--- src/rtl/datamem_bytectl_pkg.sv ---
// Shared definitions for the byte-lane data memory: size codes, FSM states,
// and the alignment rule applied when a request is accepted.
package datamem_defs;

    localparam logic [1:0] SZ_B = 2'b00;
    localparam logic [1:0] SZ_H = 2'b01;
    localparam logic [1:0] SZ_W = 2'b10;

    typedef enum logic {
        ST_CLR = 1'b0,
        ST_RUN = 1'b1
    } state_t;

    // Reserved size code is always treated as misaligned.
    function automatic logic is_misaligned(input logic [1:0] size, input logic [1:0] lane);
        case (size)
            SZ_B:    is_misaligned = 1'b0;
            SZ_H:    is_misaligned = lane[0];
            SZ_W:    is_misaligned = |lane;
            default: is_misaligned = 1'b1;
        endcase
    endfunction

endpackage

--- src/rtl/datamem_bytectl_lane.sv ---
// Combinational lane steering: store mask/data replication and load
// extraction with sign or zero extension.
module datamem_lane
    import datamem_defs::*;
(
    input  logic [1:0]  size,
    input  logic [1:0]  lane,
    input  logic        sext,
    input  logic [31:0] din,
    input  logic [31:0] rdata,
    output logic [3:0]  wmask,
    output logic [31:0] wdata,
    output logic [31:0] rext
);

    logic [31:0] shifted;

    always_comb begin
        wmask   = 4'b0000;
        wdata   = din;
        shifted = rdata >> {lane, 3'b000};
        rext    = '0;
        case (size)
            SZ_B: begin
                wmask = 4'b0001 << lane;
                wdata = {4{din[7:0]}};
                rext  = {{24{sext & shifted[7]}}, shifted[7:0]};
            end
            SZ_H: begin
                wmask = lane[1] ? 4'b1100 : 4'b0011;
                wdata = {2{din[15:0]}};
                rext  = {{16{sext & shifted[15]}}, shifted[15:0]};
            end
            SZ_W: begin
                wmask = 4'b1111;
                rext  = shifted;
            end
            default: ;
        endcase
    end

endmodule

--- src/rtl/datamem_bytectl.sv ---
// Byte-addressable data memory with registered loads and misalign pulses.
// Optional post-reset clear sweep enabled by defining DATAMEM_CLR_EN.
module datamem_bytectl
    import datamem_defs::*;
#(
    parameter int DEPTH = 32
) (
    input  logic        Clk,
    input  logic        Rst,
    input  logic        Req,
    input  logic        We,
    input  logic [1:0]  Size,
    input  logic        Sext,
    input  logic [31:0] Addr,
    input  logic [31:0] Din,
    output logic        Ready,
    output logic [31:0] Dout,
    output logic        Dvalid,
    output logic        Misalign
);

    localparam int IDX_W = $clog2(DEPTH);

    logic [31:0]      mem [DEPTH];
    logic [IDX_W-1:0] idx;
    logic [1:0]       lane;
    logic             accept, mis, store_en;
    logic [3:0]       wmask;
    logic [31:0]      wdata, rword, rext;
    logic             ready_q, ready_d, dvalid_q, dvalid_d, mis_q, mis_d;
    logic [31:0]      dout_q, dout_d;
    logic             clr_we;
    logic [IDX_W-1:0] clr_idx;
    logic             unused_addr;

    assign idx         = Addr[IDX_W+1:2];
    assign lane        = Addr[1:0];
    assign unused_addr = ^Addr[31:IDX_W+2];
    assign rword       = mem[idx];
    assign accept      = Req & ready_q;
    assign mis         = is_misaligned(Size, lane);
    assign store_en    = accept & We & ~mis;

    datamem_lane u_lane (
        .size  (Size),
        .lane  (lane),
        .sext  (Sext),
        .din   (Din),
        .rdata (rword),
        .wmask (wmask),
        .wdata (wdata),
        .rext  (rext)
    );

`ifdef DATAMEM_CLR_EN
    state_t           state_q, state_d;
    logic [IDX_W-1:0] cnt_q, cnt_d;

    always_comb begin
        state_d = state_q;
        cnt_d   = cnt_q;
        ready_d = ready_q;
        clr_we  = 1'b0;
        case (state_q)
            ST_CLR: begin
                clr_we = 1'b1;
                cnt_d  = cnt_q + 1'b1;
                if (cnt_q == IDX_W'(DEPTH - 1)) begin
                    state_d = ST_RUN;
                    ready_d = 1'b1;
                end
            end
            ST_RUN: ready_d = 1'b1;
        endcase
    end
    assign clr_idx = cnt_q;
`else
    assign ready_d = 1'b1;
    assign clr_we  = 1'b0;
    assign clr_idx = '0;
`endif

    always_comb begin
        dout_d   = dout_q;
        dvalid_d = 1'b0;
        mis_d    = 1'b0;
        if (accept) begin
            mis_d = mis;
            if (!We) begin
                dvalid_d = 1'b1;
                dout_d   = mis ? 32'h0 : rext;
            end
        end
    end

    always_ff @(posedge Clk or posedge Rst) begin
        if (Rst) begin
`ifdef DATAMEM_CLR_EN
            state_q <= ST_CLR;
            cnt_q   <= '0;
`endif
            ready_q  <= 1'b0;
            dout_q   <= '0;
            dvalid_q <= 1'b0;
            mis_q    <= 1'b0;
        end else begin
`ifdef DATAMEM_CLR_EN
            state_q <= state_d;
            cnt_q   <= cnt_d;
`endif
            ready_q  <= ready_d;
            dout_q   <= dout_d;
            dvalid_q <= dvalid_d;
            mis_q    <= mis_d;
        end
    end

    // Array has no reset; the clear sweep and stores share one write port.
    always_ff @(posedge Clk) begin
        if (clr_we) begin
            mem[clr_idx] <= '0;
        end else if (store_en) begin
            for (int b = 0; b < 4; b++) begin
                if (wmask[b]) mem[idx][8*b +: 8] <= wdata[8*b +: 8];
            end
        end
    end

    assign Ready    = ready_q;
    assign Dout     = dout_q;
    assign Dvalid   = dvalid_q;
    assign Misalign = mis_q;

endmodule
--- config.mk ---
export PLATFORM = sky130hd
export DESIGN_NAME = datamem_bytectl
export DESIGN_NICKNAME = d
export VERILOG_FILES = /design/src/rtl/datamem_bytectl_pkg.sv /design/src/rtl/datamem_bytectl_lane.sv /design/src/rtl/datamem_bytectl.sv
export SDC_FILE = /design/constraint.sdc
export NUM_CORES = 1
export LEC_CHECK = 0
export CORE_MARGIN = 3
export CORE_UTILIZATION = 30
export CTS_CLUSTER_DIAMETER = 120
export DETAILED_ROUTE_END_ITERATION = 8
export HOLD_SLACK_MARGIN = 0.03
export PLACE_DENSITY = 0.43
export SETUP_SLACK_MARGIN = 0.02
export SLEW_MARGIN = 10
export SYNTH_ARGS = -nofsm -noshare
export SYNTH_HDL_FRONTEND = slang
export SYNTH_HIERARCHICAL = 1
export SYNTH_SLANG_ARGS = --single-unit
export TNS_END_PERCENT = 30
--- constraint.sdc ---
create_clock -name Clk -period 2.3 [get_ports Clk]
set_input_delay 0.69 -clock Clk [delete_from_list [all_inputs] [get_ports Clk]]
set_output_delay 0.69 -clock Clk [all_outputs]
set_load 0.005 [all_outputs]
Yosys cells after proc, flatten, opt, wreduce, memory -nomap -nowiden
Memories as Yosys holds them, arrays and structs flattened.
Index checks and enable logic that the tools add are counted.
Word-level totals
  flip-flop bits (word level): 35
  RAM bits: 1024
  input bits: 71
  output and inout port bits: 35
  memories kept: 1
Cells by class
  equality and inequality tests: 2
  shifts and indexed selects: 2
  muxes and demuxes: 21
  bitwise gates (word level): 7
  reductions and logical operators: 3
Memories
  mem: depth 32, width 32, read ports 1, clocked after memory_dff 0, wr ports 1, RTL line datamem_bytectl.sv:24  | logic [31:0] mem [DEPTH];
Operators by type and width (count)
  $pmux W32 S3: 1
  $pmux W32 S2: 1
  $mux W32: 1
  $shr A32 B5 Y32: 1
  $mux W1: 15
  $pmux W4 S3: 1
  $and A1 B1 Y1: 5
  $mux W4: 1
  $shl A1 B2 Y4 const A: 1
  $pmux W1 S3: 1
  $eq A2 B1 Y1 const B: 1
  $eq A2 B2 Y1 const B: 1
  $logic_not A2 Y1: 1
  $not A1 Y1: 2
  $reduce_and A2 Y1: 1
  $reduce_or A2 Y1: 1

Logic depth before layout (Yosys ltp)
  depth in word-level cells: 6
  mapped depth: 15
  gate-level depth less buffers: 10

Modules after synthesis
Netlist, hierarchy kept.
Modules (own cells, without submodules)
  datamem_bytectl: instances 1, cells each 2371, area an instance 41128.2 um^2, sequential area each 31625.3 um^2
  datamem_lane: instances 1, cells each 188, area an instance 1281.2 um^2, sequential area each 0.0 um^2

Worst setup path before layout
Ideal clock, no wire load.
  kind: input port to flip-flop
  start: input Addr[3]
  end: register dout_q[23], in the netlist Dout[23]
  data arrival time: 2.900 ns
  required time: 2.183 ns
  setup slack: -0.717 ns
  stages on the path: 14
  buffers on the path: 4
  path through: buf_2 buf_4 clkbuf_1 mux2i_1 o22ai_1 nor4_1 nand2_1 mux2_2 nand3_2 a31o_2 buf_6 nand2_1 nand3_1 nand2_1
On the way
  word-level cells in the longest chain between the ends: 5
RTL lines
  start, declared: RTL line datamem_bytectl.sv:14  | input logic [31:0] Addr,
  $mem_v2 Z32 W32 (*)
  via rword[23]: RTL line datamem_bytectl.sv:29  | logic [31:0] wdata, rword, rext;
  $shr A32 B5 Y32 (*): RTL line datamem_bytectl_lane.sv:21  | shifted = rdata >> {lane, 3'b000};
  $and A1 B1 Y1 (on tied branches): RTL line datamem_bytectl_lane.sv:32, datamem_bytectl_lane.sv:27
  $pmux W32 S3 (*): RTL line datamem_bytectl_lane.sv:23  | case (size)
  via rext[23]: RTL line datamem_bytectl.sv:29
  $mux W32 (*): RTL line datamem_bytectl.sv:91  | dout_d = mis ? 32'h0 : rext;
  end signal, assigned: RTL line datamem_bytectl.sv:112  | dout_q <= dout_d;
  end, declared: RTL line datamem_bytectl.sv:31  | logic [31:0] dout_q, dout_d;
The timed path passes the listed nets; every way through them passes the cells marked *.
A chain may end at the register's enable or synchronous reset.

Worst setup path after layout
  start: input Addr[2]
  end: register dout_q[20], in the netlist Dout[20]
The elaborated chain is that of the path after synthesis.

==> results.cfg <==
[yosys]
ys_top_cells_by_count = 1024 x edfxtp_1, 528 x mux2i_1, 236 x o22ai_1, 174 x nand2_1, 139 x nor2_1
synthAdderAreaFrac_pct = 0
ys.flop_type = edfxtp_1
seq_area_frac_synth_pct = 74.6
synthesis.instances = 2559
synthMuxAreaShare_pct = 13.2
netlist_area_um2 = 42400
synth-edff-count = 1024
synth-xor-area-share_pct = 0.0413
synth.top_cells.by_area = edfxtp_1 73%, mux2i_1 12%, o22ai_1 3.5%, dfrtp_1 2.1%, nand2_1 1.5%
synth.distinct_cells = 43
yosys_register_bits = 1059
yosysWarnings = 6
synth_top_area_cell = edfxtp_1
yosys.area_share.simple_pct = 5.09
avgSynthCellArea_um2 = 16.6
netlist.area_leader.share_pct = 72.5
synth.most_common_cell = edfxtp_1
synth_compound_area_share_pct = 4.81
synth-async-reset-ratio_pct = 3.31
syn_nets = 2630
synth_top_family_by_area = multiplexers

[outcome]
violations = negative setup slack
status = complete, but fails checks

[grt]
antenna_found_initial = 9
grt_max_degree = 40
grt_overflow = 0
grt_pass1_wl_um = 194000
track_usage_pct = 18.6
grt_pass1_vias = 25612

[place]
gp_congestion = 0.847
dp_hpwl_um = 94300
dpl_cell_area_um2 = 49400
io_buffers = 80

[power_and_ir_drop]
p_switching_mw = 9.53
sequentialPowerShare_pct = 50.6
power_frac_clock_pct = 40.2
ir_worst_vdd_uv = 613
p_int_mw = 32.8
p_leak_nw = 20.5
switching_share_pct = 22.5
power_mw = 42.3
powerDensity_nw_per_um2 = 736
combPwrFrac_pct = 9.2

[critical_path]
slowest_delay_ns = 0.58
worst_path_most_repeated_cell = buf_12
worst-path-max-fanout = 8
slowest_stage = or4b_4
crit_type = input pin to flop
path_cells = buf_12, buf_12, or4b_4, buf_12, buf_12, o22ai_4, nor4_4, nand2_4, and2b_1, nand4_1, a31o_4, nand2_2, nand3_1, nand2_1
end_kind = flop
cp_data_arrival_time_ns = 3.16
startpoint_type = input pin
cp_data_required_time_ns = 2.96

[floorplanning]
boundaryPins = 106
die_w_um = 382
fp.dieH_um = 382
rows = 137
initial_core_util_pct = 30.3
die_area_um2 = 146000
coreArea_um2 = 140000

[run]
max_cap_violations = 0

[clock_tree]
cts_buffers = 110
clkLatencyLatePin_ns = 0.74
clock-sinks = 1059
tritoncts = built
clk_pin_slew_ns = 0.06
cts_max_level = 3
clk_path_buf_depth = 3
cts-root-buf = clkbuf_16

[timing]
post-route-period-util_pct = 108
fin_crit_ns = 2.49
slew_violations = 0
fin_skew_ns = 0.0383
worst_slack_ns = -0.195
relSlewSlack_pct = 57.4
timing.fmax_ghz = 0.401
grt_setup_unrepaired = yes
hold_viol_final = 0
setup_viol = 30
worst_pin_slew_ns = 0.639

[routing]
drtAntennaViolNets = 0
drt-initial-drc-count = 2294
wl_per_cell_um = 27.0
drt-total-wl_um = 138000
vias = 25292
drc = 0
viasPerCell = 4.94
firstDrtPassIters = 7

[finish]
synthToLayoutAreaGrowth_pct = 35.5
fillerInstances = 12663
fin_area_um2 = 57500
drive_gt1_share_pct = 36.5
nets = 3227

[hold_path]
hp-class = input pin to async pin
## metrics by stage
stage / setup TNS, ns / worst slack, ns / utilization, % / hold slack, ns / instances
after global placement: -976.91 / -1.82 / 35.3 / 0.472 / 4816
after floorplan: -216.03 / -0.421 / - / 0.463 / 2559
final: -3.97 / -0.195 / 41.1 / 0.374 / 5121
after global routing: -4.56 / -0.224 / 41.1 / 0.376 / 5120
after CTS: -2.27 / -0.138 / 40.1 / 0.329 / 5079
after detailed placement: -974.64 / -1.83 / 35.3 / 0.468 / 4816
## flip-flops by register name, indices dropped and copies added (netlist names)
name      cells
Ready         1
Dout         32
mem        1024
Misalign      1
Dvalid        1
## logic make-up (layout without fill, tap and decap cells)
family          Yosys count  after routing
mux                     554            554
compound gates          302            303
other cells               1              2
buf+inv                 177            861
xor+xnor                  2              2
flops                  1059           1059
simple gates            464            464
## worst paths after layout
check                                     startpoint                    to  slack, ns  cells past startpoint
worst max-delay path                         Addr[2]  Dout[20]$_DFFE_PP0P_      -0.19                     14
worst min-delay path                             Rst  Dout[24]$_DFFE_PP0P_       0.37                      3
worst max register to register   mem[4][7]$_DFFE_PP_  Dout[20]$_DFFE_PP0P_      -0.07                     10
worst min register to register  Dout[17]$_DFFE_PP0P_  Dout[17]$_DFFE_PP0P_       0.47                      2
max in group asynchronous                        Rst  Dout[10]$_DFFE_PP0P_       1.53                      3
min in group Clk                              Din[7]   mem[1][7]$_DFFE_PP_       0.41                      1
## worst max-delay path: cells and delay by family
kind,cells,cell delay (ns)
simple gates,8,1.35
buf+inv,4,0.57
compound gates,2,0.52
## routing by layer
metal	up-vias	wire, um	track usage [%]
li1	11294	-	-
met1	13159	65200	27.2
met2	683	63200	29.1
met3	156	6490	2.45
met4	0	3160	4.78
met5	-	0	0
## placed cells by master, fill, tap and decap left out, types with 36 or more instances in the layout
| cell | Yosys | layout |
|---|---|---|
| buf_12 | 0 | 103 |
| buf_4 | 20 | 375 |
| buf_6 | 19 | 64 |
| clkbuf_16 | 0 | 113 |
| dlygate4sd2_1 | 0 | 37 |
| edfxtp_1 | 1024 | 1024 |
| mux2i_1 | 528 | 422 |
| mux2i_2 | 0 | 64 |
| mux2i_4 | 0 | 42 |
| nand2_1 | 174 | 133 |
| nor2_1 | 139 | 100 |
| o22ai_1 | 236 | 133 |
| o22ai_2 | 20 | 87 |
| o22ai_4 | 0 | 36 |
## cell type report
class	count	area (um^2)	area share (%)
Clock inverter	60	538	0.936
Inverter	3	11.3	0.0196
Multi-Input combinational cell	1324	12800	22.2
Tap cell	1876	2350	4.08
Antenna cell	1	2.50	0.00435
Clock buffer	140	2890	5.02
Timing Repair Buffer	658	7290	12.7
Sequential cell	1059	31600	55.0
## power groups by stage
stage	registers [mW]	clock network [mW]	logic (mW)
final	21.4	17.0	3.88
after global routing	21.4	18.3	4.06
after CTS	21.4	17.5	3.69
after detailed placement	21.8	0	3.13
after global placement	21.8	0	3.11
after floorplan	21.8	0	1.45
## what timing repair did
| action | CTS | global route |
|---|---|---|
| setup buffers | 54 | 44 |
| gates resized for setup | 504 | 212 |
| cloned | 18 | 2 |
| hold buffers | 0 | 0 |
| setup endpoints to repair | 770 | 384 |
| pin swaps | 95 | 76 |
Power figures use the tool's default switching activity.
